$ cat config.mk
export PLATFORM = sky130hd
export DESIGN_NAME = lc3b_mem_arbiter_flat
export DESIGN_NICKNAME = d
export VERILOG_FILES = /design/src/rtl/lc3b_mem_arbiter_if.sv /design/src/rtl/lc3b_mem_arbiter.sv /design/src/flat_wrapper.sv
export SDC_FILE = /design/constraint.sdc
export NUM_CORES = 1
export LEC_CHECK = 0
export CORE_MARGIN = 2
export CORE_UTILIZATION = 40
export DETAILED_ROUTE_END_ITERATION = 12
export PLACE_DENSITY = 0.8
export SYNTH_ARGS = -nofsm -noshare
export SYNTH_HDL_FRONTEND = slang
export SYNTH_SLANG_ARGS = --single-unit
$ cat constraint.sdc
create_clock -name clk -period 2.3 [get_ports clk]
set_input_delay 0.345 -clock clk [delete_from_list [all_inputs] [get_ports clk]]
set_output_delay 0.345 -clock clk [all_outputs]
set_load 0.02 [all_outputs]
$ cat src/rtl/lc3b_mem_arbiter_if.sv
// rtl/lc3b_mem_arbiter_if.sv - core/loader request ports and shared memory bus of the arbiter
interface lc3b_mem_arbiter_if;
  logic        c_req;
  logic        c_wr;
  logic [15:0] c_addr;
  logic [15:0] c_wdata;
  logic        c_ack;
  logic [15:0] c_rdata;

  logic        l_req;
  logic        l_wr;
  logic [15:0] l_addr;
  logic [15:0] l_wdata;
  logic        l_ack;
  logic [15:0] l_rdata;

  logic        mem_rd;
  logic        mem_wr;
  logic [15:0] mem_addr;
  logic [15:0] mem_wdata;
  logic [15:0] mem_rdata;
  logic        mem_ready;

  logic [1:0]  grant;
  logic        bus_err;

  modport slave (
    input  c_req, c_wr, c_addr, c_wdata,
    output c_ack, c_rdata,
    input  l_req, l_wr, l_addr, l_wdata,
    output l_ack, l_rdata,
    output mem_rd, mem_wr, mem_addr, mem_wdata,
    input  mem_rdata, mem_ready,
    output grant, bus_err
  );

  modport master (
    output c_req, c_wr, c_addr, c_wdata,
    input  c_ack, c_rdata,
    output l_req, l_wr, l_addr, l_wdata,
    input  l_ack, l_rdata,
    input  mem_rd, mem_wr, mem_addr, mem_wdata,
    output mem_rdata, mem_ready,
    input  grant, bus_err
  );
endinterface

$ cat src/rtl/lc3b_mem_arbiter.sv
// rtl/lc3b_mem_arbiter.sv - round-robin core/loader arbiter for a single memory port with timeout
module lc3b_mem_arbiter #(
  parameter int unsigned TIMEOUT = 15
) (
  input logic               clk,
  input logic               reset,
  lc3b_mem_arbiter_if.slave bus
);
  typedef enum logic [1:0] {
    IDLE = 2'd0,
    BUSY = 2'd1,
    ACK  = 2'd2
  } state_t;

  localparam logic [7:0] LAST_BUSY = 8'(TIMEOUT - 1);

  state_t      state;
  logic        owner;        // 0 core, 1 loader
  logic        last_served;  // 0 core, 1 loader
  logic        wr_q;
  logic [15:0] addr_q;
  logic [15:0] wdata_q;
  logic [7:0]  busy_cnt;
  logic [15:0] c_rdata_q;
  logic [15:0] l_rdata_q;
  logic        c_ack_q;
  logic        l_ack_q;
  logic        bus_err_q;
  logic        mem_rd_q;
  logic        mem_wr_q;
  logic [1:0]  grant_q;

  logic        pick_loader;
  logic        sel_wr;
  logic [15:0] sel_addr;
  logic [15:0] sel_wdata;

  // Loader wins alone, or on a tie when the core was served last.
  always_comb begin
    pick_loader = bus.l_req && (!bus.c_req || !last_served);
    sel_wr      = pick_loader ? bus.l_wr    : bus.c_wr;
    sel_addr    = pick_loader ? bus.l_addr  : bus.c_addr;
    sel_wdata   = pick_loader ? bus.l_wdata : bus.c_wdata;
  end

  always_ff @(posedge clk or negedge reset) begin
    if (!reset) begin
      state       <= IDLE;
      owner       <= 1'b0;
      last_served <= 1'b1;
      wr_q        <= 1'b0;
      addr_q      <= 16'h0000;
      wdata_q     <= 16'h0000;
      busy_cnt    <= 8'd0;
      c_rdata_q   <= 16'h0000;
      l_rdata_q   <= 16'h0000;
      c_ack_q     <= 1'b0;
      l_ack_q     <= 1'b0;
      bus_err_q   <= 1'b0;
      mem_rd_q    <= 1'b0;
      mem_wr_q    <= 1'b0;
      grant_q     <= 2'b00;
    end else begin
      case (state)
        IDLE: begin
          if (bus.c_req || bus.l_req) begin
            owner    <= pick_loader;
            wr_q     <= sel_wr;
            addr_q   <= sel_addr;
            wdata_q  <= sel_wdata;
            grant_q  <= pick_loader ? 2'b10 : 2'b01;
            mem_rd_q <= !sel_wr;
            mem_wr_q <= sel_wr;
            busy_cnt <= 8'd0;
            state    <= BUSY;
          end
        end

        BUSY: begin
          // mem_ready takes priority over a timeout landing in the same cycle.
          if (bus.mem_ready || busy_cnt == LAST_BUSY) begin
            state     <= ACK;
            mem_rd_q  <= 1'b0;
            mem_wr_q  <= 1'b0;
            c_ack_q   <= !owner;
            l_ack_q   <= owner;
            bus_err_q <= !bus.mem_ready;
            if (bus.mem_ready && !wr_q) begin
              if (owner) begin
                l_rdata_q <= bus.mem_rdata;
              end else begin
                c_rdata_q <= bus.mem_rdata;
              end
            end
          end
          if (!bus.mem_ready) begin
            busy_cnt <= busy_cnt + 8'd1;
          end
        end

        ACK: begin
          c_ack_q     <= 1'b0;
          l_ack_q     <= 1'b0;
          bus_err_q   <= 1'b0;
          grant_q     <= 2'b00;
          last_served <= owner;
          busy_cnt    <= 8'd0;
          state       <= IDLE;
        end

        default: begin
          state <= IDLE;
        end
      endcase
    end
  end

  assign bus.c_ack     = c_ack_q;
  assign bus.c_rdata   = c_rdata_q;
  assign bus.l_ack     = l_ack_q;
  assign bus.l_rdata   = l_rdata_q;
  assign bus.mem_rd    = mem_rd_q;
  assign bus.mem_wr    = mem_wr_q;
  assign bus.mem_addr  = addr_q;
  assign bus.mem_wdata = wdata_q;
  assign bus.grant     = grant_q;
  assign bus.bus_err   = bus_err_q;
endmodule

$ cat src/flat_wrapper.sv
// flat-port wrapper written by rule: the top's interface ports become plain ports
module lc3b_mem_arbiter_flat 
#(
  parameter int unsigned TIMEOUT = 15
)
  (clk, reset, bus_c_req, bus_c_wr, bus_c_addr, bus_c_wdata, bus_c_ack, bus_c_rdata, bus_l_req, bus_l_wr, bus_l_addr, bus_l_wdata, bus_l_ack, bus_l_rdata, bus_mem_rd, bus_mem_wr, bus_mem_addr, bus_mem_wdata, bus_mem_rdata, bus_mem_ready, bus_grant, bus_bus_err);
  lc3b_mem_arbiter_if bus_i ();
  input logic clk;
  input logic reset;
  input wire logic [$bits(bus_i.c_req)-1:0] bus_c_req;
  input wire logic [$bits(bus_i.c_wr)-1:0] bus_c_wr;
  input wire logic [$bits(bus_i.c_addr)-1:0] bus_c_addr;
  input wire logic [$bits(bus_i.c_wdata)-1:0] bus_c_wdata;
  output wire logic [$bits(bus_i.c_ack)-1:0] bus_c_ack;
  output wire logic [$bits(bus_i.c_rdata)-1:0] bus_c_rdata;
  input wire logic [$bits(bus_i.l_req)-1:0] bus_l_req;
  input wire logic [$bits(bus_i.l_wr)-1:0] bus_l_wr;
  input wire logic [$bits(bus_i.l_addr)-1:0] bus_l_addr;
  input wire logic [$bits(bus_i.l_wdata)-1:0] bus_l_wdata;
  output wire logic [$bits(bus_i.l_ack)-1:0] bus_l_ack;
  output wire logic [$bits(bus_i.l_rdata)-1:0] bus_l_rdata;
  output wire logic [$bits(bus_i.mem_rd)-1:0] bus_mem_rd;
  output wire logic [$bits(bus_i.mem_wr)-1:0] bus_mem_wr;
  output wire logic [$bits(bus_i.mem_addr)-1:0] bus_mem_addr;
  output wire logic [$bits(bus_i.mem_wdata)-1:0] bus_mem_wdata;
  input wire logic [$bits(bus_i.mem_rdata)-1:0] bus_mem_rdata;
  input wire logic [$bits(bus_i.mem_ready)-1:0] bus_mem_ready;
  output wire logic [$bits(bus_i.grant)-1:0] bus_grant;
  output wire logic [$bits(bus_i.bus_err)-1:0] bus_bus_err;
  assign bus_i.c_req = bus_c_req;
  assign bus_i.c_wr = bus_c_wr;
  assign bus_i.c_addr = bus_c_addr;
  assign bus_i.c_wdata = bus_c_wdata;
  assign bus_c_ack = bus_i.c_ack;
  assign bus_c_rdata = bus_i.c_rdata;
  assign bus_i.l_req = bus_l_req;
  assign bus_i.l_wr = bus_l_wr;
  assign bus_i.l_addr = bus_l_addr;
  assign bus_i.l_wdata = bus_l_wdata;
  assign bus_l_ack = bus_i.l_ack;
  assign bus_l_rdata = bus_i.l_rdata;
  assign bus_mem_rd = bus_i.mem_rd;
  assign bus_mem_wr = bus_i.mem_wr;
  assign bus_mem_addr = bus_i.mem_addr;
  assign bus_mem_wdata = bus_i.mem_wdata;
  assign bus_i.mem_rdata = bus_mem_rdata;
  assign bus_i.mem_ready = bus_mem_ready;
  assign bus_grant = bus_i.grant;
  assign bus_bus_err = bus_i.bus_err;
  lc3b_mem_arbiter #(.TIMEOUT(TIMEOUT)) u_core (.clk(clk), .reset(reset), .bus(bus_i));
endmodule
==> key figures <==
Layout
  – Synth-to-Final Area Change: 55.26%
  – Post-layout nets: 556
  – Final instance area: 0.005488 mm2
  – Share of layout cells above drive strength 1: 13.77%
  – # diodes: 0
  – Area of the multi-input gates: 0.001363 mm2
  – Sequential Area: 0.002103 mm2
  – Fill count: 662

STA
  – Final setup fails: 0
  – Relative slew slack: 60.05%
  – Min Tclk post-route: 2.108 ns
  – Max Clock Skew: 0.01352 ns
  – Final TNS setup: 0 ns
  – Pins Over Slew Limit: 0
  – Fmax achieved: 0.4743 GHz
  – RSZ-0062 raised after global routing: no
  – Crit share post-route: 91.66%
  – Final Hold Fails: 0
  – Worst Max-Slew Pin Slew: 0.5970 ns

Critical path
  – Worst Setup Start Kind: flop
  – Critical register-to-register path endpoint: u_core.bus.l_rdata[13]$_DFFE_PN0P_
  – Req. time, crit path: 2.53 ns
  – Slowest stage delay, CP: 0.57 ns
  – Crit path buffers/inverters: 0
  – Cells along the critical path: nor2b_1, nand4b_2, mux2_2
  – Worst path arrival time: 2.34 ns
  – Max FO, Critical Path: 16
  – Critical path type: flop to flop
  – R2r worst-path depth: 3
  – CP top delay family: simple AND/OR/NAND/NOR gates
  – Slowest CP cell: nand4b_2
  – Crit. End Element: flop
  – Reg-to-reg startpoint: u_core.state[0]$_DFFE_PN0P_
  – Worst R2R Setup Slack: 0.19 ns

Synth
  – Share of flip-flops with an asynchronous set or reset: 100.0%
  – Main synth FF type: dfrtp_1
  – Sequential area share after synthesis: 59.50%
  – Syn Nets: 395
  – Yosys Warn Count: 0
  – Synth Register Bits: 84
  – EDFF count, synth: 0
  – Cell taking the most area after synthesis: dfrtp_1
  – Synthesized instance count: 306
  – Synthesized area: 0.003535 mm2
  – Ranking of synthesized cells by area: dfrtp_1 (59%), mux2_2 (11%), nand2_1 (8.0%)
  – Synth top area share: 58.76%
  – Mean area per synthesized cell: 11.55 um2
  – Yosys cell types: 42

CTS
  – Clk Latency, worst-skew pair: 0.34 ns
  – CTS tree: yes
  – Post-CTS setup buffers: 0
  – CTS root buf: clkbuf_8
  – Number of H-tree levels: 3
  – Reg clk slew, reported paths: 0.09 ns
  – CTS Buf Count: 9
  – Total clock sinks: 84
  – Clock buffer depth: 2

Min path
  – HP Class: input port to async pin

Power and ir drop
  – VDD IR max: 712.3 uV
  – P_leak: 2.387 nW
  – Power per Cell Area: 1319 mW/mm2

Route
  – Iteration-0 DRC Markers: 187
  – WL per Instance: 15.80 um
  – DR pass1 iterations: 4
  – DRC violations left: 0
  – Vias: 2954
  – DRT antenna net count: 0
  – Vias/cell: 5.093
  – Routed WL: 9166 um

Outcome
  – Status: completed

Placed design
  – Placed instance area: 0.005280 mm2
  – Gpl congestion: 0.8278
  – DP Wirelength: 6589 um
  – I/O Buffers: 157

Floorplan
  – Die Height: 98.01 um
  – Initial Util: 40.93%
  – Die area: 0.009605 mm2
  – Die Wd: 98.01 um
  – # IOs: 158
  – Row Count: 34
  – Core Area: 0.008636 mm2

Job
  – Max-cap violations: 0

GRT
  – Largest net degree at the start of global routing: 39
  – Global-route wire length before repair: 14680 um
  – Initial antenna violation count: 0
  – Number of global-route vias before repair: 3126
  – Tot GR Track Use: 18.76%
  – Global route total overflow: 0
## where the power goes
part	leakage [nW]	switching, W	internal [W]
combinational	1.26	0.00177	0.00184
sequential	1.04	0.000427	0.00215
clock	0.0895	0.000545	0.000510
total	2.39	0.00274	0.00449
## layer usage
metal / track usage, % / vias to the layer above / routed length (um)
met1: 22.52 / 1432 / 3693
met4: 5.662 / 0 / 121
li1: - / 1398 / -
met2: 31.98 / 109 / 4735
met3: 6.442 / 15 / 615
met5: 0 / - / 0
## worst max path at each step
stage	slack, ns	from	endpoint	depth (start not counted)
after global placement	0.23	bus_mem_ready	u_core.bus.c_rdata[10]$_DFFE_PN0P_	5
final	0.19	u_core.state[0]$_DFFE_PN0P_	u_core.bus.l_rdata[13]$_DFFE_PN0P_	3
after floorplan	0.50	u_core.busy_cnt[0]$_DFFE_PN0P_	u_core.bus.c_ack$_DFFE_PN0P_	6
after CTS	0.16	u_core.state[0]$_DFFE_PN0P_	u_core.bus.l_rdata[15]$_DFFE_PN0P_	3
after global routing	0.05	u_core.state[0]$_DFFE_PN0P_	u_core.bus.l_rdata[13]$_DFFE_PN0P_	3
after detailed placement	0.17	u_core.state[0]$_DFFE_PN0P_	u_core.bus.l_rdata[6]$_DFFE_PN0P_	3
## layout by cell type (no fill, tap or decap), drive strengths merged, types with 4 or more instances in the layout
cell type,n
clkbuf,10
inv,4
nand2,75
mux2,33
clkdlybuf4s50,156
nor2,8
nand3,6
o21ai,7
dfrtp,83
a22oi,32
buf,8
nand4,4
## state kept, by name, indices dropped and copies added, names as in the netlist, 2 cells and up
signal	cells
u_core.bus.mem_addr	16
u_core.bus.grant	2
u_core.state	2
u_core.busy_cnt	8
u_core.bus.l_rdata	16
u_core.bus.mem_wdata	16
u_core.bus.c_rdata	16
## cells in the mapped netlist (all sizes together) (3+ instances only)
| library cell | number |
|---|---|
| nor2 | 8 |
| a21o | 3 |
| clkbuf | 6 |
| buf | 9 |
| nor2b | 3 |
| nand2 | 75 |
| nand3 | 6 |
| and2 | 3 |
| mux2 | 33 |
| nand4 | 4 |
| o21ai | 7 |
| dfrtp | 83 |
| a22oi | 32 |
| o211ai | 3 |
## kinds of logic (layout without fill, tap and decap cells)
logic type | after synthesis | after routing | synth area share (%)
flip-flops | 84 | 84 | 59.50
AO/OA/AOI/OAI | 52 | 52 | 10.73
adder cells (fa/ha/maj) | 2 | 2 | 0.7079
multiplexers | 34 | 34 | 10.80
buffers and inverters | 17 | 183 | 2.230
XOR/XNOR | 3 | 3 | 0.7435
AND/OR/NAND/NOR | 114 | 114 | 15.29
## per-stage QoR
stage	power [W]	worst slack, ns	hold slack [ns]	cells	util [%]
6_report	0.007237	0.1918	0.4645	580	63.55
5_1_grt	0.007671	0.05423	0.4785	580	63.55
4_1_cts	0.007319	0.1648	0.4680	580	63.55
3_5_place_dp	0.006233	0.1689	0.2984	563	61.14
3_3_place_gp	0.006124	0.2307	0.2947	563	61.14
2_1_floorplan	0.004419	0.4989	0.04941	306	-
## worst register-to-register path: cells and delay by family, from the launching register on
kind,cells,cell delay [ns]
flip-flops,1,0.49
AND/OR/NAND/NOR,2,1.04
multiplexers,1,0.48
## final cells by class
class / instances / area share (%)
clock buffers: 10 / 2.326
clock inverters: 6 / 1.277
inverters: 2 / 0.1368
multi-input cells: 205 / 24.83
flip-flops and latches: 84 / 38.33
well taps: 108 / 2.462
repair buffers: 165 / 30.64
## timing repair
item                                    CTS  global route
hold buffers                              1             0
endpoints found under the hold margin    28             0
resized for setup                         0             0
endpoints found under the setup margin    0             0
No activity file was read; power rests on OpenSTA's default activity.
